<file path="src/rtl/hv_dac_spi_ctrl.sv">
// rtl/hv_dac_spi_ctrl.sv - HV bias DAC set-point shadow and SPI frame serializer
//
// Purpose: holds 32 HV bias set-points (4 DAC chips x 8 channels, 12 bit),
// written and read over the DTC slow-command register bus. Each changed
// set-point is shifted out as a 16-bit SPI frame {0, ch[2:0], value[11:0]},
// MSB first. One LDAC pulse is issued per batch of frames.
//
// Optional feature macro: HV_DAC_RAMP_EN
//   When defined, each frame moves a channel at most RAMP_STEP codes from the
//   last value sent. Channels that have not reached their target are queued
//   again for the next sweep, and LDAC is pulsed after every sweep.
//
// Ports:
//   dtc_clk        system clock
//   rst            synchronous active-high reset
//   reg_wr/reg_rd  one-cycle write / read strobes
//   reg_addr       bit31 = read flag, bits[30:0] = register address
//   reg_wdata      write data, bits[11:0] used
//   reg_rdata      read data, valid while reg_ack is high, 0 otherwise
//   reg_ack        one-cycle acknowledge, the cycle after the strobe
//   busy           channels pending, batch open, or FSM not idle
//   hv_dac_sclk    SPI clock, idles high, DAC samples on the falling edge
//   hv_dac_din     SPI data, MSB first
//   hv_dac_sync_b  per-chip frame select, active low
//   hv_dac_load_b  LDAC, active low

module hv_dac_spi_ctrl #(
    parameter logic [31:0] BASE_ADDR    = 32'h60,
    parameter logic [31:0] REFRESH_ADDR = 32'h5F,
    parameter int unsigned SCLK_DIV     = 2,
    parameter int unsigned LDAC_W       = 4,
    parameter int unsigned RAMP_STEP    = 64
) (
    input  logic        dtc_clk,
    input  logic        rst,
    input  logic        reg_wr,
    input  logic        reg_rd,
    input  logic [31:0] reg_addr,
    input  logic [31:0] reg_wdata,
    output logic [31:0] reg_rdata,
    output logic        reg_ack,
    output logic        busy,
    output logic        hv_dac_sclk,
    output logic        hv_dac_din,
    output logic [3:0]  hv_dac_sync_b,
    output logic        hv_dac_load_b
);

    localparam int unsigned CW = 8;
    localparam logic [CW-1:0] DIV_M1  = CW'(SCLK_DIV - 1);
    localparam logic [CW-1:0] PER_M1  = CW'(2 * SCLK_DIV - 1);
    localparam logic [CW-1:0] LDAC_M1 = CW'(LDAC_W - 1);
    localparam logic [CW-1:0] CNT_ONE = CW'(1);

    typedef enum logic [2:0] {
        S_IDLE,
        S_SETUP,
        S_SHIFT,
        S_HOLD,
        S_GAP,
        S_LDAC
    } state_t;

    // Register bus decode
    logic [30:0] off;
    logic        in_win, is_refresh, wr_win, wr_ref, rd_ok;
    logic [4:0]  widx;
    logic        unused_wdata;

    assign off          = reg_addr[30:0] - BASE_ADDR[30:0];
    assign in_win       = (off < 31'd32);
    assign is_refresh   = (reg_addr[30:0] == REFRESH_ADDR[30:0]);
    assign widx         = off[4:0];
    assign wr_win       = reg_wr & in_win;
    assign wr_ref       = reg_wr & is_refresh;
    // A simultaneous write wins; the read is dropped.
    assign rd_ok        = reg_rd & ~reg_wr & reg_addr[31] & (in_win | is_refresh);
    assign unused_wdata = ^reg_wdata[31:12];

    logic [11:0] shadow_q [32];
    logic [31:0] pending_q, pending_d;
    logic [31:0] rdata_q, rdata_d;
    logic        ack_q, ack_d;

    // FSM state
    state_t         state_q, state_d;
    logic [CW-1:0]  cnt_q, cnt_d;
    logic [3:0]     bit_q, bit_d;
    logic [15:0]    frame_q, frame_d;
    logic [1:0]     chip_q, chip_d;
    logic           batch_q, batch_d;
    logic           sclk_q, sclk_d;
    logic           din_q, din_d;
    logic [3:0]     sync_b_q, sync_b_d;
    logic           load_b_q, load_b_d;
    logic           start_frame, ldac_end, pick;

    // Lowest pending index is served first.
    logic [4:0]  sel_idx;
    logic [11:0] frame_val;

    always_comb begin
        sel_idx = '0;
        for (int i = 31; i >= 0; i--) begin
            if (pending_q[i]) sel_idx = 5'(i);
        end
    end

`ifdef HV_DAC_RAMP_EN
    localparam logic [11:0] STEP12 = 12'(RAMP_STEP);
    logic [11:0] sent_q [32];
    logic [31:0] repend_q;
    logic [11:0] tgt, cur;

    always_comb begin
        tgt = shadow_q[sel_idx];
        cur = sent_q[sel_idx];
        if (tgt > cur) begin
            frame_val = ((tgt - cur) > STEP12) ? (cur + STEP12) : tgt;
        end else begin
            frame_val = ((cur - tgt) > STEP12) ? (cur - STEP12) : tgt;
        end
    end
`else
    assign frame_val = shadow_q[sel_idx];
`endif

    // Pending mask: the FSM clears the bit it picks, then bus writes set bits,
    // so a write landing on the channel being picked is queued again.
    always_comb begin
        pending_d = pending_q;
        if (start_frame) pending_d[sel_idx] = 1'b0;
`ifdef HV_DAC_RAMP_EN
        if (ldac_end) pending_d = pending_d | repend_q;
`endif
        if (wr_ref) begin
            pending_d = '1;
        end else if (wr_win) begin
            pending_d[widx] = 1'b1;
        end
    end

    always_comb begin
        ack_d   = wr_win | wr_ref | rd_ok;
        rdata_d = '0;
        if (rd_ok) begin
            rdata_d = in_win ? {20'b0, shadow_q[widx]} : pending_q;
        end
    end

    always_comb begin
        state_d     = state_q;
        cnt_d       = cnt_q;
        bit_d       = bit_q;
        frame_d     = frame_q;
        chip_d      = chip_q;
        batch_d     = batch_q;
        start_frame = 1'b0;
        ldac_end    = 1'b0;
        pick        = 1'b0;

        case (state_q)
            S_IDLE: pick = 1'b1;
            S_SETUP: begin
                if (cnt_q == DIV_M1) begin
                    state_d = S_SHIFT;
                    cnt_d   = '0;
                    bit_d   = '0;
                end else begin
                    cnt_d = cnt_q + CNT_ONE;
                end
            end
            S_SHIFT: begin
                // Advance data together with the SCLK rising edge.
                if (cnt_q == DIV_M1) frame_d = {frame_q[14:0], 1'b0};
                if (cnt_q == PER_M1) begin
                    cnt_d = '0;
                    if (bit_q == 4'd15) begin
                        state_d = S_HOLD;
                    end else begin
                        bit_d = bit_q + 4'd1;
                    end
                end else begin
                    cnt_d = cnt_q + CNT_ONE;
                end
            end
            S_HOLD: begin
                if (cnt_q == DIV_M1) begin
                    state_d = S_GAP;
                    cnt_d   = '0;
                    batch_d = 1'b1;
                end else begin
                    cnt_d = cnt_q + CNT_ONE;
                end
            end
            S_GAP: begin
                // The last gap cycle doubles as the IDLE decision so that
                // back-to-back frames repeat every SCLK_DIV*36 cycles.
                if (cnt_q == PER_M1) begin
                    state_d = S_IDLE;
                    cnt_d   = '0;
                    pick    = 1'b1;
                end else begin
                    cnt_d = cnt_q + CNT_ONE;
                end
            end
            S_LDAC: begin
                if (cnt_q == LDAC_M1) begin
                    state_d  = S_IDLE;
                    cnt_d    = '0;
                    batch_d  = 1'b0;
                    ldac_end = 1'b1;
                end else begin
                    cnt_d = cnt_q + CNT_ONE;
                end
            end
            default: state_d = S_IDLE;
        endcase

        if (pick) begin
            if (pending_q != '0) begin
                start_frame = 1'b1;
                state_d     = S_SETUP;
                cnt_d       = '0;
                frame_d     = {1'b0, sel_idx[2:0], frame_val};
                chip_d      = sel_idx[4:3];
            end else if (batch_q) begin
                state_d = S_LDAC;
                cnt_d   = '0;
            end
        end

        // Pin values are decoded from the next state and registered, so the
        // pins are glitch-free and line up with state_q.
        sync_b_d = 4'hF;
        sclk_d   = 1'b1;
        din_d    = 1'b0;
        load_b_d = 1'b1;
        if (state_d == S_SETUP || state_d == S_SHIFT || state_d == S_HOLD) begin
            sync_b_d = ~(4'b0001 << chip_d);
            din_d    = frame_d[15];
        end
        if (state_d == S_SHIFT && cnt_d <= DIV_M1) sclk_d = 1'b0;
        if (state_d == S_LDAC) load_b_d = 1'b0;
    end

    always_ff @(posedge dtc_clk) begin
        if (rst) begin
            for (int i = 0; i < 32; i++) shadow_q[i] <= '0;
            pending_q <= '0;
            rdata_q   <= '0;
            ack_q     <= 1'b0;
            state_q   <= S_IDLE;
            cnt_q     <= '0;
            bit_q     <= '0;
            frame_q   <= '0;
            chip_q    <= '0;
            batch_q   <= 1'b0;
            sclk_q    <= 1'b1;
            din_q     <= 1'b0;
            sync_b_q  <= 4'hF;
            load_b_q  <= 1'b1;
        end else begin
            if (wr_win) shadow_q[widx] <= reg_wdata[11:0];
            pending_q <= pending_d;
            rdata_q   <= rdata_d;
            ack_q     <= ack_d;
            state_q   <= state_d;
            cnt_q     <= cnt_d;
            bit_q     <= bit_d;
            frame_q   <= frame_d;
            chip_q    <= chip_d;
            batch_q   <= batch_d;
            sclk_q    <= sclk_d;
            din_q     <= din_d;
            sync_b_q  <= sync_b_d;
            load_b_q  <= load_b_d;
        end
    end

`ifdef HV_DAC_RAMP_EN
    // Channels short of their target wait in repend_q until the sweep's LDAC.
    always_ff @(posedge dtc_clk) begin
        if (rst) begin
            for (int i = 0; i < 32; i++) sent_q[i] <= '0;
            repend_q <= '0;
        end else begin
            if (ldac_end) repend_q <= '0;
            if (start_frame) begin
                sent_q[sel_idx] <= frame_val;
                if (frame_val != tgt) repend_q[sel_idx] <= 1'b1;
            end
        end
    end

    assign busy = (pending_q != '0) | (repend_q != '0) | batch_q | (state_q != S_IDLE);
`else
    assign busy = (pending_q != '0) | batch_q | (state_q != S_IDLE);
`endif

    assign reg_rdata     = rdata_q;
    assign reg_ack       = ack_q;
    assign hv_dac_sclk   = sclk_q;
    assign hv_dac_din    = din_q;
    assign hv_dac_sync_b = sync_b_q;
    assign hv_dac_load_b = load_b_q;

endmodule

</file>
<file path="config.mk">
export PLATFORM = sky130hd
export DESIGN_NAME = hv_dac_spi_ctrl
export DESIGN_NICKNAME = d
export VERILOG_FILES = /design/src/rtl/hv_dac_spi_ctrl.sv
export SDC_FILE = /design/constraint.sdc
export NUM_CORES = 1
export LEC_CHECK = 0
export ABC_CLOCK_PERIOD_IN_PS = 10700
export CAP_MARGIN = 40
export CORE_MARGIN = 1
export CORE_UTILIZATION = 30
export DETAILED_ROUTE_END_ITERATION = 12
export DONT_BUFFER_PORTS = 1
export GPL_ROUTABILITY_DRIVEN = 0
export PLACE_DENSITY_LB_ADDON = 0.3
export SYNTH_ARGS = -nofsm -noshare
export SYNTH_HDL_FRONTEND = slang
export SYNTH_SLANG_ARGS = --single-unit
</file>
<file path="constraint.sdc">
create_clock -name dtc_clk -period 10.7 [get_ports dtc_clk]
set_input_delay 0.535 -clock dtc_clk [delete_from_list [all_inputs] [get_ports dtc_clk]]
set_output_delay 0.535 -clock dtc_clk [all_outputs]
set_load 0.02 [all_outputs]
</file>
==> flow_metrics.py <==
metrics = {
    "run_status": {
        "outcome": "finished, final reports clean",
    },
    "final_layout": {
        "layout.cell_area.non_filler_sq_um": 29000,
        "finalNonFillerCells": 3296,
        "final_layout_size_suffix_gt1_share_pct": 15.5,
        "final_nets": 2177,
        "nFillCells": 8357,
        "synthToLayoutAreaGrowth_pct": 12.7,
    },
    "yosys": {
        "synth_edf_count": 384,
        "count_of_distinct_cell_types_in_the_synthesized_netlist": 76,
        "synth_cells": 2166,
        "synth_compound_area_share_pct": 8.19,
        "number_of_warnings_issued_by_yosys": 0,
        "synthesis.area_per_instance_sq_um": 11.9,
        "synthXorXnorAreaFrac_pct": 0.340,
        "syn-cell-area_sq_um": 25700,
        "muxShareOfSynthArea_pct": 15.1,
        "number_of_flip_flops_and_latches_in_the_synthesized_netlist": 490,
        "post_synth_arst_share_pct": 0,
        "post_synth_and_or_nand_nor_area_fraction_pct": 20.1,
        "synth_fa_ha_area_share_pct": 0.146,
        "yosysSeqAreaShare_pct": 53.1,
        "ys_dominant_reg_cell": "sky130_fd_sc_hd__edfxtp_1",
        "synth_fp_nets": 2237,
        "main_combinational_cell_family_by_area_after_synthesis": "simple AND/OR/NAND/NOR gates",
    },
    "global_routing": {
        "grt.total_usage_pct": 21.4,
        "via_count_of_the_first_global_routing_pass": 18200,
        "antenna_violations_before_repair": 5,
        "first_pass_grt_wire_length_um": 133000,
        "grt_start_max_net_pins": 106,
        "grt_remaining_overflow": 0,
    },
    "sta": {
        "rsz0062_at_grt": "no",
        "setup-violations-final": 0,
        "timing.fmax_mhz": 231,
        "drv_slew": 0,
        "worst_slew_pin_slew_ps": 959,
        "post-route-period-util_pct": 40.5,
        "period_needed_ps": 4330,
        "timing.max_slew.rel_slack_pct": 36.1,
        "finClkSkew_ps": 20.5,
        "hold_viol": 0,
        "setup_total_negative_slack_ps": 0,
    },
    "routing": {
        "drt_wl_total_um": 93400,
        "route.vias.total": 18700,
        "ant_nets": 0,
        "post_drt_wl_per_cell_um": 28.4,
        "dr.pass1.iters": 6,
        "remaining_drc_errors": 0,
        "drt-initial-drc-count": 2324,
        "routed_via_density": 5.66,
    },
    "setup_path": {
        "critical_path.max_fanout": 24,
        "r2r_cells": 10,
        "crit_path_end_kind": "flop",
        "start_kind": "flop",
        "reg2reg_slack_ps": 6370,
        "arrival_ps": 4830,
        "timing_worst_setup_path_type": "reg2reg",
        "worst_r2r_start": "pending_q[6]",
        "regToRegEndpoint": "frame_q[8]",
        "worst_ep_required_time_ps": 11200,
    },
    "clock_network": {
        "hold_buffers": 0,
        "clock-sinks": 490,
        "clock_insertion_delay_worst_skew_ps": 630,
        "cts_max_level": 2,
        "cts.root.buffer_cell": "sky130_fd_sc_hd__clkbuf_16",
        "cts.reportedPaths.clkPinSlew_ps": 60,
        "cts_tree": "built",
        "cts_made_buffers": 56,
        "postCtsResizedCells": 0,
        "clk_path_buf_depth": 3,
        "post-cts-setup-buffers": 0,
    },
    "die": {
        "die_w_um": 295,
        "core_sq_um": 85000,
        "die_h_um": 295,
        "floorplan.initialDensity_pct": 30.3,
        "rows": 107,
        "dieArea_sq_um": 87000,
        "pin_count": 109,
    },
    "pwr": {
        "cellLeakagePower_nw": 10.1,
        "areal_power_density_over_the_cells_nw_per_um2": 150,
        "irDropWorstVdd_mv": 0.113,
    },
    "min_path": {
        "worstHoldEndpoint": "reg_ack",
        "hp-class": "in2reg",
        "hold_depth": 2,
        "hold_start": "reg_wr",
    },
    "job": {
        "maxCapViolCount": 0,
    },
    "placed_design": {
        "place_inst": 3192,
        "placement.cell_area_sq_um": 27200,
        "dp_hpwl_um": 63200,
        "io_buffer_count": 0,
    },
}
==> layer usage <==
layer | global-route usage, % | vias to the layer above | routed length (um)
met5 | 0 | - | 40
met1 | 27.5 | 9358 | 36100
met2 | 33.9 | 1119 | 42800
met3 | 5.24 | 210 | 9930
met4 | 9.93 | 6 | 4560
li1 | - | 7968 | -
==> stage by stage <==
stage          utilization (%)  worst slack (ps)  hold WS, ps  total power [W]
2_1_floorplan                -              6940          455          0.00236
3_3_place_gp              31.4              5850          465          0.00243
3_5_place_dp              31.9              6110          476          0.00244
4_1_cts                   34.1              6420        0.973          0.00437
5_1_grt                   34.1              6110         31.5          0.00446
6_report                  34.1              6370         36.3          0.00436
==> worst max-delay path, cell delays in order (launching register included) <==
cell                       delay, ps
sky130_fd_sc_hd__dfxtp_1         460
sky130_fd_sc_hd__nor2_1           80
sky130_fd_sc_hd__a2111o_1        470
sky130_fd_sc_hd__nor4_1          350
sky130_fd_sc_hd__a2111o_2        770
sky130_fd_sc_hd__buf_4           570
sky130_fd_sc_hd__mux4_2          640
sky130_fd_sc_hd__a221oi_1        330
sky130_fd_sc_hd__nor2_1          200
sky130_fd_sc_hd__a211oi_1        220
sky130_fd_sc_hd__a311oi_1         70
==> cell usage after synthesis (4+ instances only) <==
master	count	area, sq um
sky130_fd_sc_hd__a32o_1	7	70.1
sky130_fd_sc_hd__o21bai_1	4	30.0
sky130_fd_sc_hd__mux4_2	124	2790
sky130_fd_sc_hd__and3_1	13	81.3
sky130_fd_sc_hd__nand4_1	21	131
sky130_fd_sc_hd__buf_1	20	75.1
sky130_fd_sc_hd__nor2b_1	6	37.5
sky130_fd_sc_hd__inv_1	8	30.0
sky130_fd_sc_hd__a22oi_1	58	435
sky130_fd_sc_hd__a32oi_1	4	35.0
sky130_fd_sc_hd__o31ai_1	4	30.0
sky130_fd_sc_hd__a211oi_1	9	67.6
sky130_fd_sc_hd__xnor2_1	4	35.0
sky130_fd_sc_hd__nand2_1	197	739
sky130_fd_sc_hd__dfxtp_1	106	2120
sky130_fd_sc_hd__and2_1	408	2550
sky130_fd_sc_hd__nor3_1	27	135
sky130_fd_sc_hd__nor3b_1	6	45.0
sky130_fd_sc_hd__edfxtp_1	384	11500
sky130_fd_sc_hd__or3_1	12	75.1
sky130_fd_sc_hd__buf_2	36	180
sky130_fd_sc_hd__nor2_4	7	78.8
sky130_fd_sc_hd__nor4_1	12	75.1
sky130_fd_sc_hd__clkbuf_1	124	465
sky130_fd_sc_hd__or4_1	9	67.6
sky130_fd_sc_hd__clkbuf_2	4	20.0
sky130_fd_sc_hd__xor2_1	6	52.6
sky130_fd_sc_hd__nand3b_1	6	45.0
sky130_fd_sc_hd__a311oi_1	12	105
sky130_fd_sc_hd__or2_2	5	31.3
sky130_fd_sc_hd__a221oi_1	21	184
sky130_fd_sc_hd__nor3_2	8	80.1
sky130_fd_sc_hd__nor2_2	8	50.1
sky130_fd_sc_hd__mux2i_1	106	1060
sky130_fd_sc_hd__a21oi_1	43	215
sky130_fd_sc_hd__nor2_1	92	345
sky130_fd_sc_hd__o21ai_0	53	265
sky130_fd_sc_hd__mux2_2	4	45.0
sky130_fd_sc_hd__nand2b_1	37	231
sky130_fd_sc_hd__nand3_1	47	235
sky130_fd_sc_hd__a31oi_1	42	263
==> where the power goes <==
part           total, W  switching (W)  leakage [nW]  internal [W]
Clock           0.00195       0.000810         0.920       0.00114
Combinational  0.000247       0.000141          4.66      0.000106
Sequential      0.00216      0.0000402          4.50       0.00212
Total           0.00436       0.000991          10.1       0.00337
==> flip-flops by register name, summed over array words and instances (netlist names) <==
signal / cells
shadow_q: 384
pending_q: 32
reg_rdata: 32
frame_q: 16
cnt_q: 8
bit_q: 4
hv_dac_sync_b: 4
state_q: 3
chip_q: 2
batch_q: 1
hv_dac_din: 1
hv_dac_load_b: 1
hv_dac_sclk: 1
reg_ack: 1
==> cell type report <==
class | count | area, sq um | share of cell area, %
diodes | 1 | 2.50 | 0.00863
clock buffers | 71 | 1550 | 5.35
clock inverters | 32 | 299 | 1.03
inverters | 8 | 30.0 | 0.104
multi-input cells | 1482 | 11300 | 39.1
flip-flops and latches | 490 | 13700 | 47.1
well taps | 1144 | 1430 | 4.93
repair buffers | 68 | 693 | 2.39
==> cells by family after synthesis <==
group,count (synthesis)
xor+xnor,10
compound gates,302
mux,234
simple gates,933
buf+inv,194
flops,490
fa+ha+maj,3
==> placed cells by master, fill, tap and decap left out, drive strengths merged, types with 35 or more instances in the layout <==
| master | Yosys | routed |
|---|---|---|
| a22oi | 58 | 58 |
| dfxtp | 106 | 106 |
| clkbuf | 128 | 71 |
| o21ai | 54 | 54 |
| mux4 | 124 | 124 |
| nand3 | 48 | 48 |
| nor3 | 35 | 35 |
| buf | 58 | 68 |
| mux2i | 106 | 106 |
| nand2 | 197 | 197 |
| nand2b | 37 | 37 |
| edfxtp | 384 | 384 |
| a31oi | 42 | 42 |
| a21oi | 43 | 43 |
| nor2 | 107 | 107 |
| and2 | 408 | 408 |
==> worst max-delay path by stage <==
stage                      start               to  slack (ps)
detailed placement  reg_addr[20]  shadow_q[25][7]        6110
floorplan           reg_addr[20]   shadow_q[0][0]        6940
finish              pending_q[6]       frame_q[8]        6370
global route        pending_q[6]       frame_q[8]        6110
CTS                 pending_q[6]       frame_q[8]        6420
global placement    reg_addr[20]  shadow_q[14][8]        5850
Power figures use the tool's default switching activity.
